[src/rtl/game_overlay.sv]
// game_overlay: two-stage video overlay that draws a START / END / PAUSE
// message box on top of a VGA pixel stream, dims the background in PAUSE
// and passes the stream through untouched in PLAY.
// Optional feature macro: GAME_OVERLAY_BLINK_EN (blinking message text).
module game_overlay #(
    parameter int          HOR_PIXELS   = 1024,
    parameter int          VER_PIXELS   = 768,
    parameter int          RECT_X       = HOR_PIXELS / 4,
    parameter int          RECT_Y       = VER_PIXELS / 3,
    parameter int          RECT_W       = HOR_PIXELS / 2,
    parameter int          RECT_H       = VER_PIXELS / 3,
    parameter int          TXT_DX       = 32,
    parameter int          TXT_DY       = 64,
    parameter int          SCALE_LOG2   = 2,
    parameter int          BLINK_FRAMES = 30,
    parameter logic [11:0] FG           = 12'hFF0,
    parameter logic [11:0] BG           = 12'h000
) (
    input  logic        clk,
    input  logic        rst,
    input  logic [1:0]  game_active,
    input  logic [10:0] vga_in_hcount,
    input  logic [10:0] vga_in_vcount,
    input  logic        vga_in_hsync,
    input  logic        vga_in_vsync,
    input  logic        vga_in_hblnk,
    input  logic        vga_in_vblnk,
    input  logic [11:0] vga_in_rgb,
    output logic [10:0] vga_out_hcount,
    output logic [10:0] vga_out_vcount,
    output logic        vga_out_hsync,
    output logic        vga_out_vsync,
    output logic        vga_out_hblnk,
    output logic        vga_out_vblnk,
    output logic [11:0] vga_out_rgb
);

    typedef enum logic [1:0] {
        MODE_START = 2'd0,
        MODE_PLAY  = 2'd1,
        MODE_END   = 2'd2,
        MODE_PAUSE = 2'd3
    } mode_t;

    localparam logic [31:0] BOX_X0 = 32'(RECT_X);
    localparam logic [31:0] BOX_X1 = 32'(RECT_X + RECT_W);
    localparam logic [31:0] BOX_Y0 = 32'(RECT_Y);
    localparam logic [31:0] BOX_Y1 = 32'(RECT_Y + RECT_H);
    localparam logic [31:0] TXT_X  = 32'(RECT_X + TXT_DX);
    localparam logic [31:0] TXT_Y  = 32'(RECT_Y + TXT_DY);
    localparam int          CELL_SHIFT = 3 + SCALE_LOG2;

    localparam logic [3:0] CH_S = 4'd0, CH_T = 4'd1, CH_A = 4'd2, CH_R = 4'd3,
                           CH_E = 4'd4, CH_N = 4'd5, CH_D = 4'd6, CH_P = 4'd7,
                           CH_U = 4'd8, CH_NONE = 4'd15;

    // 8x8 font ROM; row 0 is the top byte, column 0 is the MSB of each byte.
    function automatic logic [63:0] font_glyph(input logic [3:0] code);
        logic [63:0] g;
        case (code)
            CH_S:    g = 64'h3C66603C06663C00;
            CH_T:    g = 64'h7E18181818181800;
            CH_A:    g = 64'h183C66667E666600;
            CH_R:    g = 64'h7C66667C6C666600;
            CH_E:    g = 64'h7E60607C60607E00;
            CH_N:    g = 64'h66767E7E6E666600;
            CH_D:    g = 64'h786C6666666C7800;
            CH_P:    g = 64'h7C66667C60606000;
            CH_U:    g = 64'h6666666666663C00;
            default: g = 64'h0000000000000000;
        endcase
        return g;
    endfunction

    // Character at position idx of the message shown in mode m; CH_NONE past the end.
    function automatic logic [3:0] msg_char(input mode_t m, input logic [31:0] idx);
        logic [3:0] c;
        c = CH_NONE;
        case (m)
            MODE_START: begin
                case (idx)
                    32'd0:   c = CH_S;
                    32'd1:   c = CH_T;
                    32'd2:   c = CH_A;
                    32'd3:   c = CH_R;
                    32'd4:   c = CH_T;
                    default: c = CH_NONE;
                endcase
            end
            MODE_END: begin
                case (idx)
                    32'd0:   c = CH_E;
                    32'd1:   c = CH_N;
                    32'd2:   c = CH_D;
                    default: c = CH_NONE;
                endcase
            end
            MODE_PAUSE: begin
                case (idx)
                    32'd0:   c = CH_P;
                    32'd1:   c = CH_A;
                    32'd2:   c = CH_U;
                    32'd3:   c = CH_S;
                    32'd4:   c = CH_E;
                    default: c = CH_NONE;
                endcase
            end
            default: c = CH_NONE;
        endcase
        return c;
    endfunction

    // Halve every 4-bit channel (12'hFFF -> 12'h777).
    function automatic logic [11:0] dim_rgb(input logic [11:0] c);
        return (c >> 1) & 12'h777;
    endfunction

    // ---------------- mode register and frame bookkeeping ----------------
    mode_t       r_mode;
    mode_t       w_mode;
    logic        w_frame_start;
    logic        w_visible;

    assign w_frame_start = (vga_in_hcount == 11'd0) && (vga_in_vcount == 11'd0);
    // The pixel at the frame start already belongs to the new frame, so it
    // is decoded with the freshly loaded mode.
    assign w_mode = w_frame_start ? mode_t'(game_active) : r_mode;

    // Mode is sampled from game_active only at the first pixel of a frame.
    always_ff @(posedge clk or posedge rst) begin
        if (rst) begin
            r_mode <= MODE_START;
        end else begin
            r_mode <= w_mode;
        end
    end

`ifdef GAME_OVERLAY_BLINK_EN
    localparam int                 CNT_W    = (BLINK_FRAMES < 1) ? 1 : $clog2(2 * BLINK_FRAMES);
    localparam logic [CNT_W-1:0]   CNT_LAST = CNT_W'(2 * BLINK_FRAMES - 1);
    localparam logic [CNT_W-1:0]   CNT_HALF = CNT_W'(BLINK_FRAMES);

    logic [CNT_W-1:0] r_frame_cnt;
    logic [CNT_W-1:0] w_frame_cnt_next;

    // Next frame count: restart on a mode change so the text shows at once.
    always_comb begin
        w_frame_cnt_next = r_frame_cnt;
        if (w_frame_start) begin
            if (mode_t'(game_active) != r_mode) begin
                w_frame_cnt_next = {CNT_W{1'b0}};
            end else if (r_frame_cnt == CNT_LAST) begin
                w_frame_cnt_next = {CNT_W{1'b0}};
            end else begin
                w_frame_cnt_next = r_frame_cnt + CNT_W'(1);
            end
        end else begin
            w_frame_cnt_next = r_frame_cnt;
        end
    end

    // Frame counter that paces the blink half-periods.
    always_ff @(posedge clk or posedge rst) begin
        if (rst) begin
            r_frame_cnt <= {CNT_W{1'b0}};
        end else begin
            r_frame_cnt <= w_frame_cnt_next;
        end
    end

    assign w_visible = (w_frame_cnt_next < CNT_HALF);
`else
    assign w_visible = 1'b1;
`endif

    // ---------------- stage 1: region and glyph decode ----------------
    logic [31:0] w_h, w_v, w_dx, w_dy, w_char_idx;
    logic [2:0]  w_col, w_row;
    logic [63:0] w_glyph;
    logic        w_in_box, w_in_text_area, w_text_on;

    assign w_h      = {21'd0, vga_in_hcount};
    assign w_v      = {21'd0, vga_in_vcount};
    assign w_in_box = (w_h >= BOX_X0) && (w_h < BOX_X1) && (w_v >= BOX_Y0) && (w_v < BOX_Y1);
    // Origin test happens before subtracting, so w_dx/w_dy never wrap when used.
    assign w_in_text_area = (w_h >= TXT_X) && (w_v >= TXT_Y);
    assign w_dx       = w_h - TXT_X;
    assign w_dy       = w_v - TXT_Y;
    assign w_char_idx = w_dx >> CELL_SHIFT;
    assign w_col      = 3'((w_dx >> SCALE_LOG2) & 32'd7);
    // Row wraps every glyph cell, so the message repeats down the box until clipped.
    assign w_row      = 3'((w_dy >> SCALE_LOG2) & 32'd7);
    assign w_glyph    = font_glyph(msg_char(w_mode, w_char_idx));
    // {~row,~col} == 63 - (row*8 + col): MSB-first bit of the glyph.
    assign w_text_on  = w_in_box && w_in_text_area && w_visible && w_glyph[{~w_row, ~w_col}];

    logic [10:0] r1_hcount, r1_vcount;
    logic        r1_hsync, r1_vsync, r1_hblnk, r1_vblnk;
    logic [11:0] r1_rgb;
    mode_t       r1_mode;
    logic        r1_in_box, r1_text_on;

    // Stage 1 register: delayed video fields plus the decoded pixel class.
    always_ff @(posedge clk or posedge rst) begin
        if (rst) begin
            r1_hcount  <= 11'd0;
            r1_vcount  <= 11'd0;
            r1_hsync   <= 1'b0;
            r1_vsync   <= 1'b0;
            r1_hblnk   <= 1'b0;
            r1_vblnk   <= 1'b0;
            r1_rgb     <= 12'h000;
            r1_mode    <= MODE_START;
            r1_in_box  <= 1'b0;
            r1_text_on <= 1'b0;
        end else begin
            r1_hcount  <= vga_in_hcount;
            r1_vcount  <= vga_in_vcount;
            r1_hsync   <= vga_in_hsync;
            r1_vsync   <= vga_in_vsync;
            r1_hblnk   <= vga_in_hblnk;
            r1_vblnk   <= vga_in_vblnk;
            r1_rgb     <= vga_in_rgb;
            r1_mode    <= w_mode;
            r1_in_box  <= w_in_box;
            r1_text_on <= w_text_on;
        end
    end

    // ---------------- stage 2: colour mux ----------------
    logic [11:0] w_rgb_mux;

    // Pick pass-through, dimmed, box or text colour for the stage-1 pixel.
    always_comb begin
        w_rgb_mux = r1_rgb;
        case (r1_mode)
            MODE_PLAY: begin
                w_rgb_mux = r1_rgb;
            end
            MODE_PAUSE: begin
                if (r1_in_box) begin
                    w_rgb_mux = r1_text_on ? FG : BG;
                end else begin
                    w_rgb_mux = dim_rgb(r1_rgb);
                end
            end
            default: begin
                if (r1_in_box) begin
                    w_rgb_mux = r1_text_on ? FG : BG;
                end else begin
                    w_rgb_mux = r1_rgb;
                end
            end
        endcase
    end

    // Stage 2 register: drives every vga_out field.
    always_ff @(posedge clk or posedge rst) begin
        if (rst) begin
            vga_out_hcount <= 11'd0;
            vga_out_vcount <= 11'd0;
            vga_out_hsync  <= 1'b0;
            vga_out_vsync  <= 1'b0;
            vga_out_hblnk  <= 1'b0;
            vga_out_vblnk  <= 1'b0;
            vga_out_rgb    <= 12'h000;
        end else begin
            vga_out_hcount <= r1_hcount;
            vga_out_vcount <= r1_vcount;
            vga_out_hsync  <= r1_hsync;
            vga_out_vsync  <= r1_vsync;
            vga_out_hblnk  <= r1_hblnk;
            vga_out_vblnk  <= r1_vblnk;
            vga_out_rgb    <= w_rgb_mux;
        end
    end

endmodule

[config.mk]
export PLATFORM = sky130hd
export DESIGN_NAME = game_overlay
export DESIGN_NICKNAME = d
export VERILOG_FILES = /design/src/rtl/game_overlay.sv
export SDC_FILE = /design/constraint.sdc
export NUM_CORES = 1
export LEC_CHECK = 0
export CORE_MARGIN = 3
export CORE_UTILIZATION = 45
export CTS_CLUSTER_SIZE = 14
export DETAILED_ROUTE_END_ITERATION = 8
export PLACE_DENSITY = 0.77
export SETUP_SLACK_MARGIN = 0.1
export SYNTH_ARGS = -nofsm -noshare
export SYNTH_HDL_FRONTEND = slang
export SYNTH_SLANG_ARGS = --single-unit
export TNS_END_PERCENT = 30
[constraint.sdc]
create_clock -name clk -period 9.8 [get_ports clk]
set_clock_uncertainty 0.1 [all_clocks]
set_input_delay 0.98 -clock clk [delete_from_list [all_inputs] [get_ports clk]]
set_output_delay 0.98 -clock clk [all_outputs]
set_load 0.01 [all_outputs]
* Word-level counts from Yosys, hierarchy flattened
Memory sizes are Yosys's and may differ from the RTL's. Index checks and enable logic that the tools add are counted.
Operators by class: bitwise logic cells 2, equality and inequality tests 8, order comparisons 7, add/subtract/negate cells 2, reduce and logical (&&, ||, !) cells 12, div/mod/pow operators 0, shifts and indexed selects 0, mux-type cells 11, multipliers 0
Operator list (number):
- $eq 27x2->1 const B | 2
- $ge 11x9->1 const B | 4
- $mux 12 | 3
- $logic_not 32->1 | 1
- $eq 27x1->1 const B | 1
- $eq 27x3->1 const B | 1
- $pmux 12 s2 | 1
- $pmux 4 s3 | 2
- $logic_not 11->1 | 2
- $lt 11x10->1 const B | 2
- $pmux 4 s5 | 1
- $pmux 4 s4 | 1
- $sub 11x9->12 const B | 1
- $logic_and 1x1->1 | 7
- $lt 6x7->1 const B | 1
- $bmux 1 s6 | 1
- $eq 2x2->1 const B | 3
- $not 3->3 | 2
- $sub 5x1->5 const B | 1
- $eq 2x1->1 const B | 1
- $logic_not 2->1 | 1
- $mux 2 | 1
- $reduce_or 2->1 | 1
- $mux 1 | 1
Word-level totals: bits in latches 0, bits in registers 80, output and inout bits 38, memories 1, bits in writable memories 0, bits in read-only memories 672, word-level logic and storage cells 60
Memory list:
- (name not given) | depth 16, bits a word 42, rd ports 1, clocked after memory_dff 0, wr ports 0, RTL line 60 | case (code)

* Depth between registers and ports, before layout
An unclocked memory read counts as a cell.
depth in word-level cells 9, gate-level depth with buffers 16

* Least setup slack after synthesis
No wires, ideal clock.
path kind input to register, from in vga_in_hcount[9], to reg r1_text_on, buffers on the path 2, library setup time 0.094 ns, path slack 6.143 ns, arrival 3.463 ns, stages 11, data required time 9.606 ns, cells stage by stage or3b_1 > buf_2 > or4_4 > o211ai_2 > ha_1 > and4_1 > clkbuf_1 > nor4_1 > nor4b_1 > a31oi_1 > a221oi_2
On the way: cells in the longest elaborated chain, start to end 9
Ends and longest elaborated chain:
- start: declaration | RTL line 22 | input logic [10:0] vga_in_hcount,
- $sub 11x9->12 / $logic_not 11->1 (equally long branches) | RTL line 187, 124
- $eq 27x3->1, or another cell as far along | RTL line 81, 99
- $reduce_or 2->1 (no line) / $mux 2 (equally long branches)
- $pmux 4 s4, or another cell as far along | RTL line 81 | case (idx)
- $pmux 4 s3 | RTL line 79 | case (m)
- $mem_v2 16x42
- $bmux 1 s6 | RTL line 195 | assign w_text_on = w_in_box && w_in_text_area && w_visible && w_glyph[{~w_row, ~w_col}];
- $mux 1 (not written as such) | RTL line 195
- $logic_and 1x1->1 (*) | RTL line 195
- net w_text_on | RTL line 180 | logic w_in_box, w_in_text_area, w_text_on;
- end signal: assignment | RTL line 226 | r1_text_on <= w_text_on;
- end: declaration | RTL line 201 | logic r1_in_box, r1_text_on;
The timed path passes the listed nets; every way through them passes the cells marked *. The select of a mux whose other input is x is not followed.

* Final worst setup path
from in vga_in_hcount[3], to reg r1_text_on
Same word-level chain as after synthesis.

==> flow_summary.toml <==
[finish]
final_cell_area_um2 = 4484
multi_input_area_um2 = 1316
fin_nets = 445
syn_to_final_growth_pct = 29.57
final_util = 0.6085
fillCellCount = 637
final_layout_size_suffix_gt1_frac = 0.07500
regArea_um2 = 2002
n_antenna_cell = 0

[sta]
max_freq_mhz = 230.2
post-route-min-period_ns = 4.343
fin_crit_sh = 0.4432
finalSetupViolCount = 0
hold_viol = 0
setup_slack_ns = 5.457
setup_tns_ns = 0
max_slew_margin = 0.3704
final-max-slew-violation-count = 0
worst_slew_pin_slew_ns = 0.9443
hold_ws_ns = 0.2460
rsz0062_at_grt = "no"

[setup_path]
path_class = "in -> reg"
path_cells = "clkdlybuf4s50_1, nor4_1, and4_1, a21boi_0, o31ai_1, a21oi_1, buf_4, o21ai_0, a21oi_1, a22oi_1, o211ai_1, a221oi_2"
crit_slowest_cell = "clkdlybuf4s50_1"
critPathLaunchType = "input port"
worst_path_most_repeated_cell = "a21oi_1"
endpoint_kind = "register"
crit_arrival_ns = 4.49
worstPathMaxFanout = 23
rrSetupSlack_ns = 6.09
max_stage_delay_ns = 0.86
cp_data_required_time_ns = 9.95

[clock_network]
clk_path_buf_depth = 2
post-cts-setup-buffer-count = 0
clk_pin_slew_worst_paths_ns = 0.08
cts_sinks = 80
clk_latency_ns = 0.34
cts_root_buffer = "clkbuf_8"
h-tree-depth = 3
cts_tree = "done"
post_cts.resized_instances = 0
holdBufCountCts = 0
numCtsBuffers = 9

[global_routing]
grt_pass1_wl_um = 13530
grt_pass1_vias = 2636
grt_overflow = 0
antenna_found_initial = 0
grt_use_total = 0.1999
grt_max_degree = 81

[synth]
synthTopCellsByCount = "80 x dfrtp_1, 27 x a21oi_1, 23 x nand2_1"
synth_edf_count = 0
seq_area_frac_synth = 0.5785
ys_async_sr_fraction = 1.000
synth_nets = 373
yosys-top-cells-area = "dfrtp_1 58%, a21oi_1 3.9%, o21ai_0 2.9%"
ys_seq_elements = 80
synthAdderAreaFrac = 0.02531
synth_compound_area_frac = 0.1551
synth_top_area_frac = 0.5785
syn_inst = 324
synth_area_leader_cell = "dfrtp_1"
synthDistinctLibCells = 55
synthMuxAreaShare = 0.009038
synthFlopType = "dfrtp_1"
synth_top_family_by_area = "simple AND/OR/NAND/NOR gates"
synth.most_common_cell = "dfrtp_1"
avgSynthCellArea_um2 = 10.68
syn_area_um2 = 3461
ys_warn_count = 0
synthSimpleGateAreaFrac = 0.1884
synth_xor_area_frac = 0.002531

[die]
core_area_um2 = 7370
num_rows = 31
die_area_um2 = 8779
start_util = 0.4696
io-pin-count = 80
die_y_um = 93.70
dieWidth_um = 93.70

[detailed_routing]
dr.pass1.iters = 5
route.antenna.remaining_nets = 0
drt-total-wl_um = 8574
drtIter0Drc = 239
drc = 0
viasPerCell = 5.515
vias = 2752
wl_per_cell_um = 17.18

[power_and_ir_drop]
leakagePower_nw = 1.843
power_density_nw_per_um2 = 148.8
vdd_drop_max_uv = 88.80

[status]
status = "completed"

[placed_design]
post-place-ws_ns = 5.245
port_buffers = 79
hpwl_um = 5950
placed_area_um2 = 4289
place.gp.congestion = 0.9231

[min_path]
min_path_type = "reg -> reg"

[job]
drv_cap = 0
[per-stage QoR]
step,std cells,power [W]
2_1_floorplan,324,0.0003941
3_3_place_gp,484,0.0004384
3_5_place_dp,484,0.0004393
4_1_cts,499,0.0006732
5_1_grt,499,0.0006942
6_report,499,0.0006674
[sequential cells by signal, summed over array words and instances, names as in the netlist]
| register | cells |
|---|---|
| vga_out_vsync | 1 |
| vga_out_hblnk | 1 |
| r1_mode | 2 |
| r1_hblnk | 1 |
| r1_rgb | 12 |
| vga_out_hcount | 11 |
| vga_out_vblnk | 1 |
| vga_out_hsync | 1 |
| r1_vblnk | 1 |
| r1_hsync | 1 |
| r1_in_box | 1 |
| r1_vcount | 11 |
| vga_out_rgb | 12 |
| r1_hcount | 11 |
| r1_vsync | 1 |
| vga_out_vcount | 11 |
| r1_text_on | 1 |
[power by group]
| part | total [W] | switching (W) | internal, W |
|---|---|---|---|
| Combinational | 0.0000815 | 0.0000411 | 0.0000404 |
| Clock | 0.000234 | 0.000111 | 0.000123 |
| Sequential | 0.000351 | 0.00000528 | 0.000346 |
[layout make-up]
cell class / count / area share
Timing Repair Buffer: 81 / 0.1797
Tap cell: 99 / 0.02762
Clock buffer: 10 / 0.03069
Inverter: 10 / 0.009208
Multi-Input combinational cell: 214 / 0.2935
Sequential cell: 80 / 0.4464
Clock inverter: 5 / 0.01283
[worst max-delay path: cells and delay by family]
| kind | cells | cell delay (ns) |
|---|---|---|
| simple gates | 2 | 0.74 |
| compound gates | 8 | 1.68 |
| buf+inv | 2 | 1.08 |
[cell usage in the layout (no fill, tap or decap), types with 4 or more instances in the layout]
cell | netlist | routed
o211ai_1 | 7 | 7
nand2b_1 | 5 | 5
nor4_1 | 7 | 7
nor3_1 | 10 | 10
nand4_1 | 4 | 4
nand2_1 | 23 | 23
clkdlybuf4s50_1 | 0 | 79
nor2b_1 | 12 | 12
nor3b_1 | 4 | 4
nand3_1 | 7 | 7
and2_1 | 4 | 4
a31oi_1 | 5 | 5
dfrtp_1 | 80 | 80
inv_1 | 8 | 7
ha_1 | 7 | 7
and3_1 | 4 | 4
a21o_1 | 4 | 4
o21ai_0 | 20 | 20
clkbuf_8 | 0 | 10
a21oi_1 | 27 | 27
nor2_1 | 21 | 21
[worst paths after layout]
path                                   startpoint                     endpoint  depth (start not counted)
max                              vga_in_hcount[3]         r1_text_on$_DFF_PP0_                         12
min                        r1_vcount[6]$_DFF_PP0_  vga_out_vcount[6]$_DFF_PP0_                          0
max reg2reg                  r1_mode[0]$_DFF_PP0_         r1_text_on$_DFF_PP0_                         12
min reg2reg                r1_vcount[6]$_DFF_PP0_  vga_out_vcount[6]$_DFF_PP0_                          0
max in group asynchronous                     rst         r1_mode[1]$_DFF_PP0_                          3
min in group asynchronous                     rst          r1_rgb[2]$_DFF_PP0_                          3
[logic make-up after synthesis]
kind of cell               count (synthesis)
and+or+nand+nor                          119
AOI/OAI and AO/OA                         84
DFF                                       80
buffers and inverters                     30
adders and majority gates                  7
muxes                                      3
xor gates and xnor gates                   1
[routing by layer]
layer	global-route usage	wire length (um)	vias to the layer above	share of wire
met5	0	0	-	0
met3	0.04006	476	14	0.056
met4	0.08063	185	0	0.022
li1	-	-	1297	-
met1	0.2678	3626	1342	0.42
met2	0.3187	4285	99	0.50
No activity file was read; power rests on OpenSTA's default activity.
